===== src/rtl/alu_arb_pkg.sv =====
// -----------------------------------------------------------------------------
// alu_arb_pkg
//   Shared types and constants for the two-requester ALU arbiter.
//   - state_e   : arbiter FSM states (IDLE, ISSUE, RESP)
//   - FLAG_*    : bit positions inside the 4-bit ALU flag vector
//   - req_id_t  : requester index (0 or 1)
//   - id_to_onehot : requester index -> one-hot 2-bit vector
// -----------------------------------------------------------------------------
package alu_arb_pkg;

    typedef enum logic [1:0] {
        IDLE  = 2'd0,
        ISSUE = 2'd1,
        RESP  = 2'd2
    } state_e;

    localparam int FLAG_C = 0;
    localparam int FLAG_Z = 1;
    localparam int FLAG_N = 2;
    localparam int FLAG_V = 3;

    typedef logic req_id_t;

    function automatic logic [1:0] id_to_onehot(input req_id_t id);
        return id ? 2'b10 : 2'b01;
    endfunction

endpackage


===== src/rtl/rr_arbiter2.sv =====
// -----------------------------------------------------------------------------
// rr_arbiter2
//   Two-way round-robin arbiter. A lone requester always wins; when both
//   request, the pointer picks the winner. On 'advance' (the grant was taken)
//   the pointer moves to the requester that did not win.
// Ports:
//   clk, reset   clock, asynchronous active-low reset (pointer -> requester 0)
//   req[1:0]     request vector, bit i = requester i
//   advance      grant accepted this cycle
//   grant[1:0]   one-hot grant (all-zero when nobody requests)
//   ptr          current pointer (preferred requester on contention)
// -----------------------------------------------------------------------------
module rr_arbiter2
    import alu_arb_pkg::*;
(
    input  logic       clk,
    input  logic       reset,
    input  logic [1:0] req,
    input  logic       advance,
    output logic [1:0] grant,
    output req_id_t    ptr
);

    req_id_t ptr_q;
    req_id_t ptr_d;

    // NOTE: every signal assigned in always_comb gets a default first, so no
    // path through the block can leave it unassigned and infer a latch.
    always_comb begin
        grant = 2'b00;
        unique case (req)
            2'b01:   grant = 2'b01;
            2'b10:   grant = 2'b10;
            2'b11:   grant = id_to_onehot(ptr_q);
            default: grant = 2'b00;
        endcase
    end

    always_comb begin
        ptr_d = ptr_q;
        if (advance && (grant != 2'b00)) begin
            ptr_d = ~grant[1];
        end
    end

    // NOTE: asynchronous reset lives in the sensitivity list; state updates use
    // non-blocking assignments so every flop samples pre-edge values.
    always_ff @(posedge clk or negedge reset) begin
        if (!reset) begin
            ptr_q <= 1'b0;
        end else begin
            ptr_q <= ptr_d;
        end
    end

    assign ptr = ptr_q;

endmodule


===== src/rtl/alu_arbiter.sv =====
// -----------------------------------------------------------------------------
// alu_arbiter
//   Shares one registered ALU between two requesters. One operation is in
//   flight at a time: IDLE accepts a request (round-robin on contention),
//   ISSUE holds the operands for LAT cycles, RESP presents the captured
//   result/flags to the owner until it accepts.
// Parameters:
//   N    operand/result width
//   LAT  cycles from alu_a/alu_b/alu_sel driven to valid alu_out/alu_flags (>=1)
// Ports:
//   clk, reset            clock, asynchronous active-low reset
//   req_valid/req_ready   request handshake, bit i = requester i
//   a0,b0,sel0 / a1,b1,sel1  requester operands and ALU select
//   rsp_valid/rsp_ready   response handshake, rsp_valid one-hot to owner
//   rsp_data, rsp_flags   captured ALU result and flags {V,N,Z,C}
//   alu_a, alu_b, alu_sel operands to the ALU (held between operations)
//   alu_out, alu_flags    ALU result and flags
// -----------------------------------------------------------------------------
module alu_arbiter
    import alu_arb_pkg::*;
#(
    parameter int N   = 4,
    parameter int LAT = 2
) (
    input  logic         clk,
    input  logic         reset,
    input  logic [1:0]   req_valid,
    output logic [1:0]   req_ready,
    input  logic [N-1:0] a0,
    input  logic [N-1:0] b0,
    input  logic [3:0]   sel0,
    input  logic [N-1:0] a1,
    input  logic [N-1:0] b1,
    input  logic [3:0]   sel1,
    output logic [1:0]   rsp_valid,
    input  logic [1:0]   rsp_ready,
    output logic [N-1:0] rsp_data,
    output logic [3:0]   rsp_flags,
    output logic [N-1:0] alu_a,
    output logic [N-1:0] alu_b,
    output logic [3:0]   alu_sel,
    input  logic [N-1:0] alu_out,
    input  logic [3:0]   alu_flags
);

    // Counter only ever holds LAT-1 down to 0.
    localparam int CW = (LAT > 1) ? $clog2(LAT) : 1;
    localparam logic [CW-1:0] CNT_LOAD = CW'(LAT - 1);

    state_e        state_q, state_d;
    req_id_t       owner_q, owner_d;
    logic [CW-1:0] cnt_q, cnt_d;
    logic [N-1:0]  alu_a_q, alu_a_d;
    logic [N-1:0]  alu_b_q, alu_b_d;
    logic [3:0]    alu_sel_q, alu_sel_d;
    logic [N-1:0]  rsp_data_q, rsp_data_d;
    logic [3:0]    rsp_flags_q, rsp_flags_d;
    // Clears on reset and sets on the first clock after release, keeping
    // req_ready low while reset is asserted even though the state is IDLE.
    logic          active_q, active_d;

    logic [1:0]    grant;
    req_id_t       ptr;
    logic          accept;
    req_id_t       winner;

    rr_arbiter2 u_rr (
        .clk     (clk),
        .reset   (reset),
        .req     (req_valid),
        .advance (accept),
        .grant   (grant),
        .ptr     (ptr)
    );

    assign req_ready = (state_q == IDLE && active_q) ? grant : 2'b00;
    assign accept    = |(req_valid & req_ready);
    // On contention the pointer names the winner; otherwise the lone requester.
    assign winner    = (req_valid == 2'b11) ? ptr : grant[1];

    always_comb begin
        state_d     = state_q;
        owner_d     = owner_q;
        cnt_d       = cnt_q;
        alu_a_d     = alu_a_q;
        alu_b_d     = alu_b_q;
        alu_sel_d   = alu_sel_q;
        rsp_data_d  = rsp_data_q;
        rsp_flags_d = rsp_flags_q;
        active_d    = 1'b1;

        unique case (state_q)
            IDLE: begin
                if (accept) begin
                    owner_d   = winner;
                    alu_a_d   = winner ? a1   : a0;
                    alu_b_d   = winner ? b1   : b0;
                    alu_sel_d = winner ? sel1 : sel0;
                    cnt_d     = CNT_LOAD;
                    state_d   = ISSUE;
                end
            end
            ISSUE: begin
                if (cnt_q == '0) begin
                    rsp_data_d  = alu_out;
                    rsp_flags_d = alu_flags;
                    state_d     = RESP;
                end else begin
                    cnt_d = cnt_q - 1'b1;
                end
            end
            RESP: begin
                // Only the owner's rsp_ready can complete the response.
                if (rsp_ready[owner_q]) begin
                    state_d = IDLE;
                end
            end
            default: state_d = IDLE;
        endcase
    end

    always_ff @(posedge clk or negedge reset) begin
        if (!reset) begin
            state_q     <= IDLE;
            owner_q     <= 1'b0;
            cnt_q       <= '0;
            alu_a_q     <= '0;
            alu_b_q     <= '0;
            alu_sel_q   <= 4'h0;
            rsp_data_q  <= '0;
            rsp_flags_q <= 4'h0;
            active_q    <= 1'b0;
        end else begin
            state_q     <= state_d;
            owner_q     <= owner_d;
            cnt_q       <= cnt_d;
            alu_a_q     <= alu_a_d;
            alu_b_q     <= alu_b_d;
            alu_sel_q   <= alu_sel_d;
            rsp_data_q  <= rsp_data_d;
            rsp_flags_q <= rsp_flags_d;
            active_q    <= active_d;
        end
    end

    assign rsp_valid = (state_q == RESP) ? id_to_onehot(owner_q) : 2'b00;
    assign rsp_data  = rsp_data_q;
    assign rsp_flags = rsp_flags_q;
    assign alu_a     = alu_a_q;
    assign alu_b     = alu_b_q;
    assign alu_sel   = alu_sel_q;

endmodule

===== config.mk =====
export PLATFORM = sky130hd
export DESIGN_NAME = alu_arbiter
export DESIGN_NICKNAME = d
export VERILOG_FILES = /design/src/rtl/alu_arb_pkg.sv /design/src/rtl/rr_arbiter2.sv /design/src/rtl/alu_arbiter.sv
export SDC_FILE = /design/constraint.sdc
export NUM_CORES = 1
export LEC_CHECK = 0
export BUFFER_PORTS_ARGS = -buffer_cell sky130_fd_sc_hd__buf_2
export CORE_UTILIZATION = 48
export DETAILED_ROUTE_END_ITERATION = 8
export GPL_ROUTABILITY_DRIVEN = 1
export PLACE_DENSITY = 0.84
export RECOVER_POWER = 50
export SLEW_MARGIN = 20
export SYNTH_ARGS = -nofsm -noshare
export SYNTH_HDL_FRONTEND = slang
export SYNTH_SLANG_ARGS = --single-unit

===== constraint.sdc =====
create_clock -name clk -period 3.14 [get_ports clk]
set_clock_uncertainty 0.1 [all_clocks]
set_input_delay 0.157 -clock clk [delete_from_list [all_inputs] [get_ports clk]]
set_output_delay 0.157 -clock clk [all_outputs]
set_load 0.02 [all_outputs]

==> key figures <==
Logic synthesis
  – Largest family of logic cells by synthesized area: compound AO/OA/AOI/OAI gates
  – Simple-gate share of the synthesized area: 9.18%
  – Fraction of the mapped netlist area in adder cells: 0%
  – Area contributors post-synth: dfrtp_1, a2bb2oi_2, o32ai_1
  – Ys async rst share: 100%
  – Synth Area in XOR/XNOR: 0%
  – Synth Net Count: 126
  – Top_reg_cell synth: dfrtp_1
  – Top cell type's share of synthesized area: 53.6%
  – Yosys cell types: 25
  – Synthesis Warnings: 0
  – Number of synthesized flops with an enable pin: 0
  – Synth Area per Inst: 13.8 µm²
  – Most area-hungry cell type in the Yosys netlist: dfrtp_1
  – Syn Inst Count: between 80 and 90
  – Seq/Total Area, Yosys: 53.6%
  – Post-synthesis register bit count: 26
  – Synth Area in Compound Gates: 24.8%
  – Post-Syn Area: roughly 1200 µm²
  – Mux contribution to synthesized area: roughly 9.2%

Timing
  – Setup TNS: 0 ns
  – Final Hold Fails: 0
  – Max_slew headroom: 10.0%
  – Tcrit/Tclk final: a little under three quarters
  – RSZ-0062 raised after global routing: false
  – Fmax: 448 MHz
  – Final min period: 2.23 ns
  – Final WS setup: about 0.91 ns
  – Slew Limit Fails: 0
  – Worst Tran Pin Value: 1.35 ns
  – Final setup violation count: 0

Power and ir drop
  – P_int: roughly 940 µW
  – Switching share of power: 39.7%
  – Sw Pwr: 621 µW
  – Clock power share: 14.6%
  – Combinational power share: 46.4%
  – Share of power burned in registers: 39.0%
  – Power Density: approximately 940 nW/µm²
  – Peak supply drop: 0.651 mV
  – Static Leak: 0.750 nW

Global route
  – Number of antenna violations at the first check in global routing: 0
  – Grt total ovfl: 0
  – Vias in the first global route: roughly 1,000
  – First-pass GRT wire length: 4.46 mm
  – GRT Overall Usage: 23.2%
  – Largest net degree at the start of global routing: 27

Clock tree
  – Worst-path clk slew: ~0.14 ns
  – Hold Buf Count CTS: 9
  – Sink Count: 26
  – Clk Latency, worst-skew pair: 0.32 ns
  – CTS resizes: 0
  – CTS tree: done
  – Maximum root-to-sink buffer count: 2
  – Post-CTS setup buffers: 0
  – Root Driver: clkbuf_4
  – H-tree depth: 1
  – CTS buffer count: 3

Min path
  – Hold path start: a0[3]
  – Hold Path Class: in2reg
  – Hold path cells: 3
  – Hold EP: alu_a[3]

Cells and area
  – Share of layout cells above drive strength 1: 49.0%
  – P&R area growth vs syn: 36.8%
  – Seq. cell area: 651 µm²
  – Final Cell Area: 1660 µm²
  – Fin nets: around 200
  – Multi-input gate area: 533 µm²
  – Fillers: between 150 and 200

Job
  – Max Cap Viol: 0

Worst setup path
  – Crit path kind: reg2out
  – Endpoint class of the critical path: output pin
  – Worst r2r path cells: 3
  – Worst setup SP type: flip-flop
  – Reg2reg start: state_q[0]
  – Arrival @ worst endpoint: 1.98 ns
  – Worst r2r dst: owner_q
  – Critical path fanouts, max: 13
  – Required time worst endpoint: 2.88 ns
  – Reg2Reg Setup Slack: around 1.3 ns

Placed design
  – IO Port Bufs: just over 60
  – Pre-CTS setup slack: roughly 1.3 ns
  – GPL Wtd Cong: 0.733
  – DP Wirelength: 2.08 mm
  – Cell Area, Placed: approximately 1500 µm²

Floorplan
  – Die span in x: about 52 µm
  – Initial Utilization: 52.8%
  – Num rows: 17
  – IO Count: 62
  – Die Footprint: roughly 2700 µm²
  – Die extent in y: roughly 52 µm
  – Core ar.: roughly 2300 µm²

Detailed routing
  – Detail Route Antenna Nets: 0
  – WL/cell: 16.1 µm
  – Initial DRT Pass Iterations: 4
  – DR vias: 1,059
  – Post-Route WL: around 3.0 mm
  – Vias per std cell: between 5 and 6
  – Drt drc: 0
  – Initial DRC Count: 10

Outcome
  – Outcome: completed
layout make-up:
| type | count | area share, % |
|---|---|---|
| clock inverters | 1 | 1.81 |
| repair buffers | 70 | 23.1 |
| well taps | 28 | 2.11 |
| diodes | 1 | 0.151 |
| multi-input cells | 56 | 32.1 |
| inverters | 1 | 0.226 |
| clock buffers | 3 | 1.36 |
| flip-flops and latches | 26 | 39.2 |
cells in the final DEF, fill, tap and decap left out, drive strengths merged:
master       count
buf             51
dfrtp           26
clkbuf          13
a2bb2oi         13
o32ai           12
mux2             9
dlygate4sd3      9
nor2             5
nand2b           3
nand2            2
nor3b            2
diode            1
or3b             1
nor2b            1
and2             1
and3b            1
inv              1
a21bo            1
mux2i            1
o22ai            1
o2bb2ai          1
a21o             1
conb             1
bufinv           1
cell usage after synthesis, types with 2 or more instances:
| cell type | instances |
|---|---|
| nand2_1 | 2 |
| nor2_1 | 3 |
| a2bb2oi_2 | 8 |
| nand2b_1 | 3 |
| dfrtp_1 | 26 |
| o32ai_1 | 12 |
| mux2_2 | 9 |
| a2bb2oi_1 | 5 |
| nor3b_1 | 2 |
| clkbuf_1 | 3 |
metrics by stage:
stage               total power, mW  cells  util (%)  hold slack [ns]
floorplan                      1.11     88         -           -0.239
global placement               1.31    172      66.5           0.0764
detailed placement             1.34    172      66.5           0.0840
CTS                            1.58    185      72.7           0.0206
global route                   1.64    185      72.2           0.0218
finish                         1.56    186      72.3           0.0294
kinds of logic (layout without fill, tap and decap cells):
family | after synthesis | count (layout)
AO/OA/AOI/OAI | 29 | 29
multiplexers | 10 | 10
other | 1 | 2
AND/OR/NAND/NOR | 16 | 16
buffers and inverters | 6 | 75
flip-flops | 26 | 26
worst max path at each step:
| stage | from | end | cells past startpoint |
|---|---|---|---|
| floorplan | state_q[0] | req_ready[0] | 4 |
| global placement | state_q[0] | owner_q | 3 |
| detailed placement | state_q[0] | owner_q | 3 |
| CTS | u_rr.ptr | req_ready[0] | 4 |
| global route | u_rr.ptr | req_ready[0] | 4 |
| finish | u_rr.ptr | req_ready[0] | 4 |
power groups by stage:
| stage | clock, mW | sequential [mW] | combinational, mW |
|---|---|---|---|
| after global placement | 0 | 0.596 | 0.712 |
| after CTS | 0.232 | 0.603 | 0.740 |
| after detailed placement | 0 | 0.610 | 0.729 |
| after floorplan | 0 | 0.748 | 0.366 |
| after global routing | 0.243 | 0.627 | 0.771 |
| final | 0.228 | 0.610 | 0.725 |
critical path, stage by stage, from the launching register on:
cell      delay [ns]
dfrtp_1         0.43
nor2b_1         0.67
nand2b_1        0.26
and2_1          0.14
buf_2           0.15
registers in the layout, summed over array words and instances (netlist names), 2 cells and up:
register,cells
alu_a,4
alu_b,4
alu_sel,4
rsp_data,4
rsp_flags,4
state_q,2
per-layer routing:
metal	wire, µm	vias up	track usage, %
li1	-	483	-
met1	1160	529	25.6
met2	1630	38	41.1
met3	110	9	2.61
met4	98	0	15.8
met5	0	-	0
Power figures use the tool's default switching activity.
